`src/rtl/msrh_rnid_freelist_if.sv`:
```
// Rename/commit-side handshake bundle for one lane's RNID free list.
// The rename/commit logic takes the master side; the free list takes the slave side.
interface msrh_rnid_freelist_if #(
    parameter int SIZE  = 32,
    parameter int WIDTH = 8
);
    localparam int PW = $clog2(SIZE) + 1;

    logic             i_pop;
    logic [WIDTH-1:0] o_pop_id;
    logic             o_empty;
    logic             i_push;
    logic [WIDTH-1:0] i_push_id;
    logic             o_full;
    logic             i_cmt_pop;
    logic             i_flush;
    logic [PW-1:0]    o_free_cnt;
    logic             o_err;

    modport master (
        output i_pop, i_push, i_push_id, i_cmt_pop, i_flush,
        input  o_pop_id, o_empty, o_full, o_free_cnt, o_err
    );

    modport slave (
        input  i_pop, i_push, i_push_id, i_cmt_pop, i_flush,
        output o_pop_id, o_empty, o_full, o_free_cnt, o_err
    );
endinterface

```
`src/rtl/msrh_rnid_freelist.sv`:
```
// Per-lane RNID free list: speculative head for rename, committed head for
// flush rollback, tail for IDs returned at commit.
module msrh_rnid_freelist #(
    parameter int SIZE      = 32,
    parameter int WIDTH     = 8,
    parameter int INIT_BASE = 32
) (
    input  logic                  i_clk,
    input  logic                  i_reset,
    msrh_rnid_freelist_if.slave   fl
);
    localparam int PW = $clog2(SIZE) + 1;
    localparam int IW = PW - 1;
    localparam logic [PW-1:0] SIZE_P = PW'(SIZE);

    logic [WIDTH-1:0] entry [SIZE];
    logic [PW-1:0]    r_head, r_cmt_head, r_tail;
    logic             r_err;

    logic empty, full;
    logic pop_ok, push_ok, cmt_ok, err_nxt;
    logic [PW-1:0] head_nxt;

    assign empty = (r_head == r_tail);
    assign full  = ((r_tail - r_cmt_head) == SIZE_P);

    assign pop_ok  = fl.i_pop && !empty && !fl.i_flush;
    assign push_ok = fl.i_push && !full;
    assign cmt_ok  = fl.i_cmt_pop && (r_cmt_head != r_head);

    // A pop discarded by flush is not an error; only a pop against an empty list is.
    assign err_nxt = (fl.i_pop && empty && !fl.i_flush) ||
                     (fl.i_push && full) ||
                     (fl.i_cmt_pop && !cmt_ok);

    always_comb begin
        head_nxt = r_head;
        if (fl.i_flush)
            head_nxt = r_cmt_head + PW'(cmt_ok);
        else if (pop_ok)
            head_nxt = r_head + PW'(1);
    end

    always_ff @(posedge i_clk or posedge i_reset) begin
        if (i_reset) begin
            for (int k = 0; k < SIZE; k++)
                entry[k] <= WIDTH'(INIT_BASE + k);
            r_head     <= '0;
            r_cmt_head <= '0;
            r_tail     <= SIZE_P;
            r_err      <= 1'b0;
        end else begin
            // Push can never land on [cmt_head, head): full blocks it, so rollback is safe.
            if (push_ok) begin
                entry[r_tail[IW-1:0]] <= fl.i_push_id;
                r_tail <= r_tail + PW'(1);
            end
            if (cmt_ok)
                r_cmt_head <= r_cmt_head + PW'(1);
            r_head <= head_nxt;
            r_err  <= err_nxt;
        end
    end

    assign fl.o_pop_id   = entry[r_head[IW-1:0]];
    assign fl.o_empty    = empty;
    assign fl.o_full     = full;
    assign fl.o_free_cnt = r_tail - r_head;
    assign fl.o_err      = r_err;
endmodule

```
`src/flat_wrapper.sv`:
```
// flat-port wrapper written by rule: the top's interface ports become plain ports
module msrh_rnid_freelist_flat 
#(
    parameter int SIZE      = 32,
    parameter int WIDTH     = 8,
    parameter int INIT_BASE = 32
)
  (i_clk, i_reset, fl_i_pop, fl_i_push, fl_i_push_id, fl_i_cmt_pop, fl_i_flush, fl_o_pop_id, fl_o_empty, fl_o_full, fl_o_free_cnt, fl_o_err);
  msrh_rnid_freelist_if #(.SIZE(SIZE), .WIDTH(WIDTH)) fl_i ();
  input  logic i_clk;
  input  logic i_reset;
  input wire logic [$bits(fl_i.i_pop)-1:0] fl_i_pop;
  input wire logic [$bits(fl_i.i_push)-1:0] fl_i_push;
  input wire logic [$bits(fl_i.i_push_id)-1:0] fl_i_push_id;
  input wire logic [$bits(fl_i.i_cmt_pop)-1:0] fl_i_cmt_pop;
  input wire logic [$bits(fl_i.i_flush)-1:0] fl_i_flush;
  output wire logic [$bits(fl_i.o_pop_id)-1:0] fl_o_pop_id;
  output wire logic [$bits(fl_i.o_empty)-1:0] fl_o_empty;
  output wire logic [$bits(fl_i.o_full)-1:0] fl_o_full;
  output wire logic [$bits(fl_i.o_free_cnt)-1:0] fl_o_free_cnt;
  output wire logic [$bits(fl_i.o_err)-1:0] fl_o_err;
  assign fl_i.i_pop = fl_i_pop;
  assign fl_i.i_push = fl_i_push;
  assign fl_i.i_push_id = fl_i_push_id;
  assign fl_i.i_cmt_pop = fl_i_cmt_pop;
  assign fl_i.i_flush = fl_i_flush;
  assign fl_o_pop_id = fl_i.o_pop_id;
  assign fl_o_empty = fl_i.o_empty;
  assign fl_o_full = fl_i.o_full;
  assign fl_o_free_cnt = fl_i.o_free_cnt;
  assign fl_o_err = fl_i.o_err;
  msrh_rnid_freelist #(.SIZE(SIZE), .WIDTH(WIDTH), .INIT_BASE(INIT_BASE)) u_core (.i_clk(i_clk), .i_reset(i_reset), .fl(fl_i));
endmodule
```
`config.mk`:
```
export PLATFORM = sky130hd
export DESIGN_NAME = msrh_rnid_freelist_flat
export DESIGN_NICKNAME = d
export VERILOG_FILES = /design/src/rtl/msrh_rnid_freelist_if.sv /design/src/rtl/msrh_rnid_freelist.sv /design/src/flat_wrapper.sv
export SDC_FILE = /design/constraint.sdc
export NUM_CORES = 1
export LEC_CHECK = 0
export ABC_AREA = 1
export BUFFER_PORTS_ARGS = -buffer_cell sky130_fd_sc_hd__buf_2
export CORE_MARGIN = 4
export CORE_UTILIZATION = 40
export DETAILED_ROUTE_END_ITERATION = 8
export HOLD_SLACK_MARGIN = 0.06
export SLEW_MARGIN = 20
export SYNTH_ARGS = -nofsm -noshare
export SYNTH_HDL_FRONTEND = slang
export SYNTH_SLANG_ARGS = --single-unit
```
`constraint.sdc`:
```
create_clock -name i_clk -period 11.37 [get_ports i_clk]
set_clock_uncertainty 0.05 [all_clocks]
set_input_delay 2.274 -clock i_clk [delete_from_list [all_inputs] [get_ports i_clk]]
set_output_delay 2.274 -clock i_clk [all_outputs]
set_load 0.005 [all_outputs]
```
==> out/metrics.csv, run 1 <==
metric,value,unit
cts_resized,0,
ios,31,
die_area,0.0418,mm2
reg2reg_depth,13,
postCtsSetupRepairBufs,0,
rrSetupSlack,7.56,ns
cts_tree,done,
worst-setup-path-type,flip-flop to output port,
drv_slew,0,
grt_usage,23.8,%
setup_viol,0,
netlist_area,0.0154,mm2
grt_start_max_net_pins,179,
ys_types,37,
slew_headroom,27.5,%
final_nets,1921,
p_leak,7.79,nW
h-tree-depth,2,
status,"finished, final reports clean",
core_area,0.0378,mm2
period_share,54.9,%
regArea,0.00703,mm2
syn_avg_cell_area,7.88,um2
hold_viol,0,
grt_remaining_overflow,0,
clock_latency,0.51,ns
antenna_found_initial,2,
drt_iter0_drc,1648,
root_buffer,clkbuf_16,
yosys_warnings,0,
cts_hold_buf,0,
drive_above_1_share,14.2,%
die_x,204,um
cts_buffers,34,
r2r-end,u_core.r_head[4]$_DFFE_PP0P_,
wl_met3,3870,um
multiInputGateArea,0.00734,mm2
crit_start,u_core.r_head[0]$_DFFE_PP0P_,
setup-tns-final,0,ns
firstDrtPassIters,8,
combPwrFrac,41.7,%
crit_required,9.05,ns
ant_nets,0,
cts.reportedPaths.clkPinSlew,0.06,ns
syn_to_final_growth,8.18,%
synth-seq-cells,275,
syn_nets,1992,
power.share.sequential,34.9,%
placedCellCount,2362,
switching_share,44.0,%
power.switching,0.00211,W
wl_met1,22200,um
clkSinkCount,275,
ir_drop,144,uV
internal_power,0.00268,W
grt_pass1_vias,13300,
yosysSeqAreaShare,45.5,%
powerDensity,287,mW/mm2
tightest_slew,1.09,ns
final_util,44.1,%
wl_met2,22900,um
gp_congestion,0.925,
die_h,204,um
initial_core_util,40.8,%
routed_wl,50800,um
cp-start-kind,flip-flop,
io_buffers,30,
cp-endpoint,fl_o_pop_id[4],
grt_pass1_wl,79700,um
diodes,0,
fmax,160,MHz
clock_power_share,23.4,%
cp-end-kind,output port,
synth_cells,1959,
crit_arrival,3.92,ns
row_count,71,
placed_area,0.0155,mm2
design_area,0.0167,mm2
hp-class,flip-flop to flip-flop,
n_fill_cell,3780,
dp_hpwl,30300,um
fin_cells,2425,
fin_crit,6.25,ns
clockBufferDepth,3,
num_vias,14200,
crit_fanout,63,
top_layer,met5,
post_drt_wl_per_cell,20.9,um
rsz0062_at_grt,no,
drc,0,
worstReg2RegStart,u_core.r_head[0]$_DFFE_PP0P_,
maxCapViolations,0,
viasPerCell,5.85,
[cell type report]
cell class	instances	share of cell area [%]
multi-input cells	1469	43.9
repair buffers	41	1.67
inverters	67	1.56
clock inverters	4	0.315
well taps	511	3.83
clock buffers	58	6.61
flip-flops and latches	275	42.1
[power by group through the flow]
stage | clock (W) | sequential [W] | combinational (W)
2_1_floorplan | 0 | 0.00152 | 0.00149
3_3_place_gp | 0 | 0.00167 | 0.00196
3_5_place_dp | 0 | 0.00167 | 0.00197
4_1_cts | 0.00114 | 0.00166 | 0.00198
5_1_grt | 0.00117 | 0.00171 | 0.00222
6_report | 0.00112 | 0.00167 | 0.00200
[metrics by stage]
| stage | setup slack (ns) | hold slack [ns] | power, W |
|---|---|---|---|
| 6_report | 5.12 | 0.409 | 0.00479 |
| 4_1_cts | 5.13 | 0.410 | 0.00478 |
| 2_1_floorplan | 1.65 | 0.387 | 0.00301 |
| 3_3_place_gp | 5.73 | 0.398 | 0.00363 |
| 3_5_place_dp | 5.68 | 0.401 | 0.00365 |
| 5_1_grt | 4.93 | 0.418 | 0.00510 |
[cells by family (layout without fill, tap and decap cells)]
kind of cell | count (synthesis) | count (layout) | share of synthesized area (%)
and+or+nand+nor | 1204 | 1204 | 36.7
xor gates and xnor gates | 18 | 18 | 1.02
DFF | 275 | 275 | 45.5
AOI/OAI and AO/OA | 228 | 228 | 8.14
adders and majority gates | 19 | 19 | 1.59
buffers and inverters | 215 | 170 | 7.05
[critical path, cell delays in order (launching register included)]
cell	delay, ns
dfrtp_4	0.86
clkinv_2	0.91
buf_4	0.60
o21ai_0	0.22
o21ai_0	0.12
nand2_1	0.07
nand2_1	0.11
nor2_1	0.12
nand2_1	0.07
nand2_1	0.13
inv_1	0.05
buf_2	0.12
[cells in the final DEF, fill, tap and decap left out, types with 2 or more instances in the layout]
master / count
nand2_1: 635
nand4_1: 258
nor2_1: 196
dfrtp_1: 160
o21ai_0: 146
dfstp_2: 113
inv_1: 51
nand3_1: 49
clkbuf_16: 37
o211ai_1: 33
buf_2: 29
o22ai_1: 22
nand3_4: 20
ha_1: 18
nor2_2: 17
a21oi_1: 15
xor2_1: 14
nand3_2: 12
clkbuf_1: 11
inv_2: 10
clkbuf_8: 10
o21ai_1: 9
nand3b_1: 8
buf_4: 8
nor3_1: 5
clkinv_1: 4
xnor2_1: 4
clkinv_2: 2
dfrtp_4: 2
[worst min-delay path by stage]
stage / from / end / depth (start not counted)
2_1_floorplan: u_core.entry[111]$_DFFE_PP0P_ / u_core.entry[111]$_DFFE_PP0P_ / 2
3_3_place_gp: u_core.entry[11]$_DFFE_PP1P_ / u_core.entry[11]$_DFFE_PP1P_ / 2
3_5_place_dp: u_core.entry[27]$_DFFE_PP1P_ / u_core.entry[27]$_DFFE_PP1P_ / 2
4_1_cts: u_core.entry[0]$_DFFE_PP1P_ / u_core.entry[0]$_DFFE_PP1P_ / 2
5_1_grt: u_core.entry[29]$_DFFE_PP1P_ / u_core.entry[29]$_DFFE_PP1P_ / 2
6_report: u_core.entry[68]$_DFFE_PP1P_ / u_core.entry[68]$_DFFE_PP1P_ / 2
[Yosys cell counts]
cell | n | area share (%)
a31oi_1 | 1 | 0.041
buf_2 | 25 | 0.81
nor2_1 | 196 | 4.8
nand4_1 | 258 | 10
inv_2 | 10 | 0.24
buf_1 | 9 | 0.22
xnor2_1 | 4 | 0.23
nand2_1 | 635 | 15
nand2_2 | 1 | 0.041
buf_6 | 30 | 2.2
nand2_4 | 1 | 0.073
nor3_1 | 5 | 0.16
xor2_1 | 14 | 0.79
nand3_1 | 49 | 1.6
fa_1 | 1 | 0.13
o31ai_1 | 1 | 0.049
clkinv_2 | 1 | 0.032
ha_1 | 18 | 1.5
nand3_4 | 20 | 2.3
o21ai_1 | 9 | 0.29
buf_8 | 2 | 0.19
nand3_2 | 12 | 0.78
a21oi_1 | 15 | 0.49
inv_1 | 52 | 1.3
dfrtp_1 | 162 | 26
or2_1 | 1 | 0.041
dfstp_2 | 113 | 19
nor2_2 | 17 | 0.69
o21ai_0 | 146 | 4.7
or2_2 | 1 | 0.041
clkbuf_2 | 1 | 0.032
nand3b_1 | 8 | 0.39
o21bai_1 | 1 | 0.049
o22ai_1 | 22 | 0.89
o211ai_1 | 33 | 1.6
clkbuf_1 | 81 | 2.0
clkinv_1 | 4 | 0.097
[layer usage]
metal | vias to the layer above | track usage, %
li1 | 6530 | -
met4 | 2 | 7.66
met3 | 111 | 4.17
met1 | 6971 | 34.4
met2 | 581 | 36.5
met5 | - | 0
[sequential cells by signal (all words and copies together) (netlist names)]
signal and flops:
u_core.r_cmt_head 6, u_core.fl.o_err 1, u_core.r_head 6, u_core.entry 256
u_core.r_tail 6
Note: power is estimated with default switching activity, not from simulation.
==> run 2, diff against run 1 <==
==> constraint.sdc (replaced) <==
create_clock -name i_clk -period 5.9 [get_ports i_clk]
set_clock_uncertainty 0.05 [all_clocks]
set_input_delay 1.18 -clock i_clk [delete_from_list [all_inputs] [get_ports i_clk]]
set_output_delay 1.18 -clock i_clk [all_outputs]
set_load 0.005 [all_outputs]
==> run 2 against run 1 <==
Routed wire length grew 0.14%. Critical path type unchanged. Sequential cell count is the same. First-iteration DRC count shrank 1.8%. Sequential power grew 93%. Sequential share of layout area grew 0.063 points. Power grew 89%. Core utilization shrank 0.066 points. Largest power group unchanged. Combinational power grew 90%. Cell count grew 0.12%. Final area shrank 0.15%. Critical path depth shrank 2. Die area is the same. Largest cell class unchanged.
==> out/metrics.csv, run 2 (synthesized netlist as in run 1, its figures left out) <==
metric,value,unit
status,"finished, final reports clean",
n_fill_cell,3849,
ios,31,
min_from,u_core.entry[237]$_DFFE_PP1P_,
rrSetupSlack,2.13,ns
path_cells,"clkinv_2, buf_4, nor2_1, o211ai_1, nand3_1, nand3b_1, nand2_1, inv_1, buf_2",
num_vias,14200,
r2r-end,u_core.r_head[4]$_DFFE_PP0P_,
whs_endpoint,u_core.entry[237]$_DFFE_PP1P_,
slowest_stage,buf_4,
diodes,0,
clkSinkCount,275,
hold_viol,0,
worstReg2RegStart,u_core.r_head[0]$_DFFE_PP0P_,
core_area,0.0378,mm2
rsz0062_at_grt,no,
fin_crit,4.79,ns
viasPerCell,5.84,
ant_nets,0,
critical_path.max_stage_delay,0.74,ns
post_drt_wl_per_cell,20.9,um
antenna_found_initial,0,
holdPathStages,2,
cts_resized,0,
clock_power_share,22.6,%
io_buffers,30,
cts.reportedPaths.clkPinSlew,0.06,ns
hold_ws,0.410,ns
postCtsSetupRepairBufs,0,
crit_required,4.67,ns
initial_core_util,40.8,%
grt_pass1_vias,13500,
top_register,u_core.entry,
final_nets,1924,
power.switching,0.00399,W
cp-end-kind,output port,
final_util,44.1,%
power.share.sequential,35.4,%
syn_to_final_growth,8.02,%
row_count,71,
die_area,0.0418,mm2
clock_latency,0.51,ns
die_x,204,um
setup-tns-final,0,ns
root_buffer,clkbuf_16,
grt_usage,23.9,%
drive_above_1_share,14.3,%
crit_arrival,3.56,ns
grt_pass1_wl,80000,um
crit_fanout,82,
reg2reg_depth,14,
place_worst_setup_slack,1.73,ns
period_share,81.2,%
cts_buffers,34,
final_common_cell,nand2_1,
cts_tree,done,
h-tree-depth,2,
combPwrFrac,42.0,%
switching_share,43.9,%
ir_drop,258,uV
cp-start-kind,flip-flop,
largest_register_ffs,256,
maxCapViolations,0,
firstDrtPassIters,5,
fmax,209,MHz
die_h,204,um
gp_congestion,0.895,
mostFrequentLayoutCells,"nand2_1 (635), nand4_1 (258), nor2_1 (195), dfrtp_1 (160), o21ai_0 (146)",
tightest_slew,1.15,ns
p_leak,7.77,nW
drv_slew,0,
clockBufferDepth,3,
internal_power,0.00509,W
grt_start_max_net_pins,155,
cts_hold_buf,0,
drc,0,
setup_ws,1.11,ns
powerDensity,544,mW/mm2
dp_hpwl,29800,um
worst-setup-path-type,flip-flop to output port,
routed_wl,50800,um
hp-class,flip-flop to flip-flop,
setup_viol,0,
drt_iter0_drc,1618,
grt_remaining_overflow,0,
slew_headroom,23.4,%
==> run 2: cell count changes in the layout (fill, tap and decap cells not counted), moves of 2 or more <==
cell	previous run	this run
buf_12	1	4
clkinvlp_4	0	3
clkbuf_8	10	6
clkinv_2	2	5
buf_4	8	10
==> run 2: area by class of cell <==
class	instances	area [um2]	share of cell area (%)
Clock inverter	7	43.8	0.263
Clock buffer	55	1050	6.32
Timing Repair Buffer	44	315	1.89
Inverter	67	256	1.54
Tap cell	511	639	3.83
Multi-Input combinational cell	1469	7340	44.0
Sequential cell	275	7030	42.1
==> run 2: critical path, delay by kind of cell, from the launching register on <==
family / cells / cell delay, ns
flops: 1 / 0.69
buf+inv: 4 / 1.36
simple gates: 4 / 0.57
compound gates: 1 / 0.38
==> run 2: how the worst max path moves through the flow <==
stage / start / end / slack [ns] / cells after the start
2_1_floorplan: i_reset / u_core.entry[102]$_DFFE_PP0P_ / 1.12 / 1
3_3_place_gp: u_core.r_head[0]$_DFFE_PP0P_ / fl_o_pop_id[7] / 1.75 / 9
3_5_place_dp: u_core.r_head[0]$_DFFE_PP0P_ / fl_o_pop_id[7] / 1.73 / 9
4_1_cts: u_core.r_head[0]$_DFFE_PP0P_ / fl_o_pop_id[7] / 1.18 / 9
5_1_grt: u_core.r_head[0]$_DFFE_PP0P_ / fl_o_pop_id[4] / 0.90 / 9
6_report: u_core.r_head[0]$_DFFE_PP0P_ / fl_o_pop_id[7] / 1.11 / 9
==> run 2: layer usage <==
layer	share of wire, %	GRT usage (%)
met5	0	0
met4	4.4	9.64
met3	6.3	3.32
met2	46	36.8
met1	44	34.2
==> run 2: power groups by stage <==
stage	Clock [W]	Combinational, W	Sequential, W
CTS	0.00208	0.00379	0.00320
global route	0.00216	0.00424	0.00328
global placement	0	0.00374	0.00322
finish	0.00205	0.00381	0.00322
detailed placement	0	0.00378	0.00321
floorplan	0	0.00287	0.00293
==> run 2: through the flow <==
| step | instances | cell area [um2] | total power, W |
|---|---|---|---|
| final | 2428 | 16700 | 0.00908 |
| after detailed placement | 2366 | 15600 | 0.00699 |
| after CTS | 2428 | 16700 | 0.00907 |
| after global placement | 2366 | 15600 | 0.00695 |
| after global routing | 2428 | 16700 | 0.00968 |
| after floorplan | 1959 | 15400 | 0.00580 |
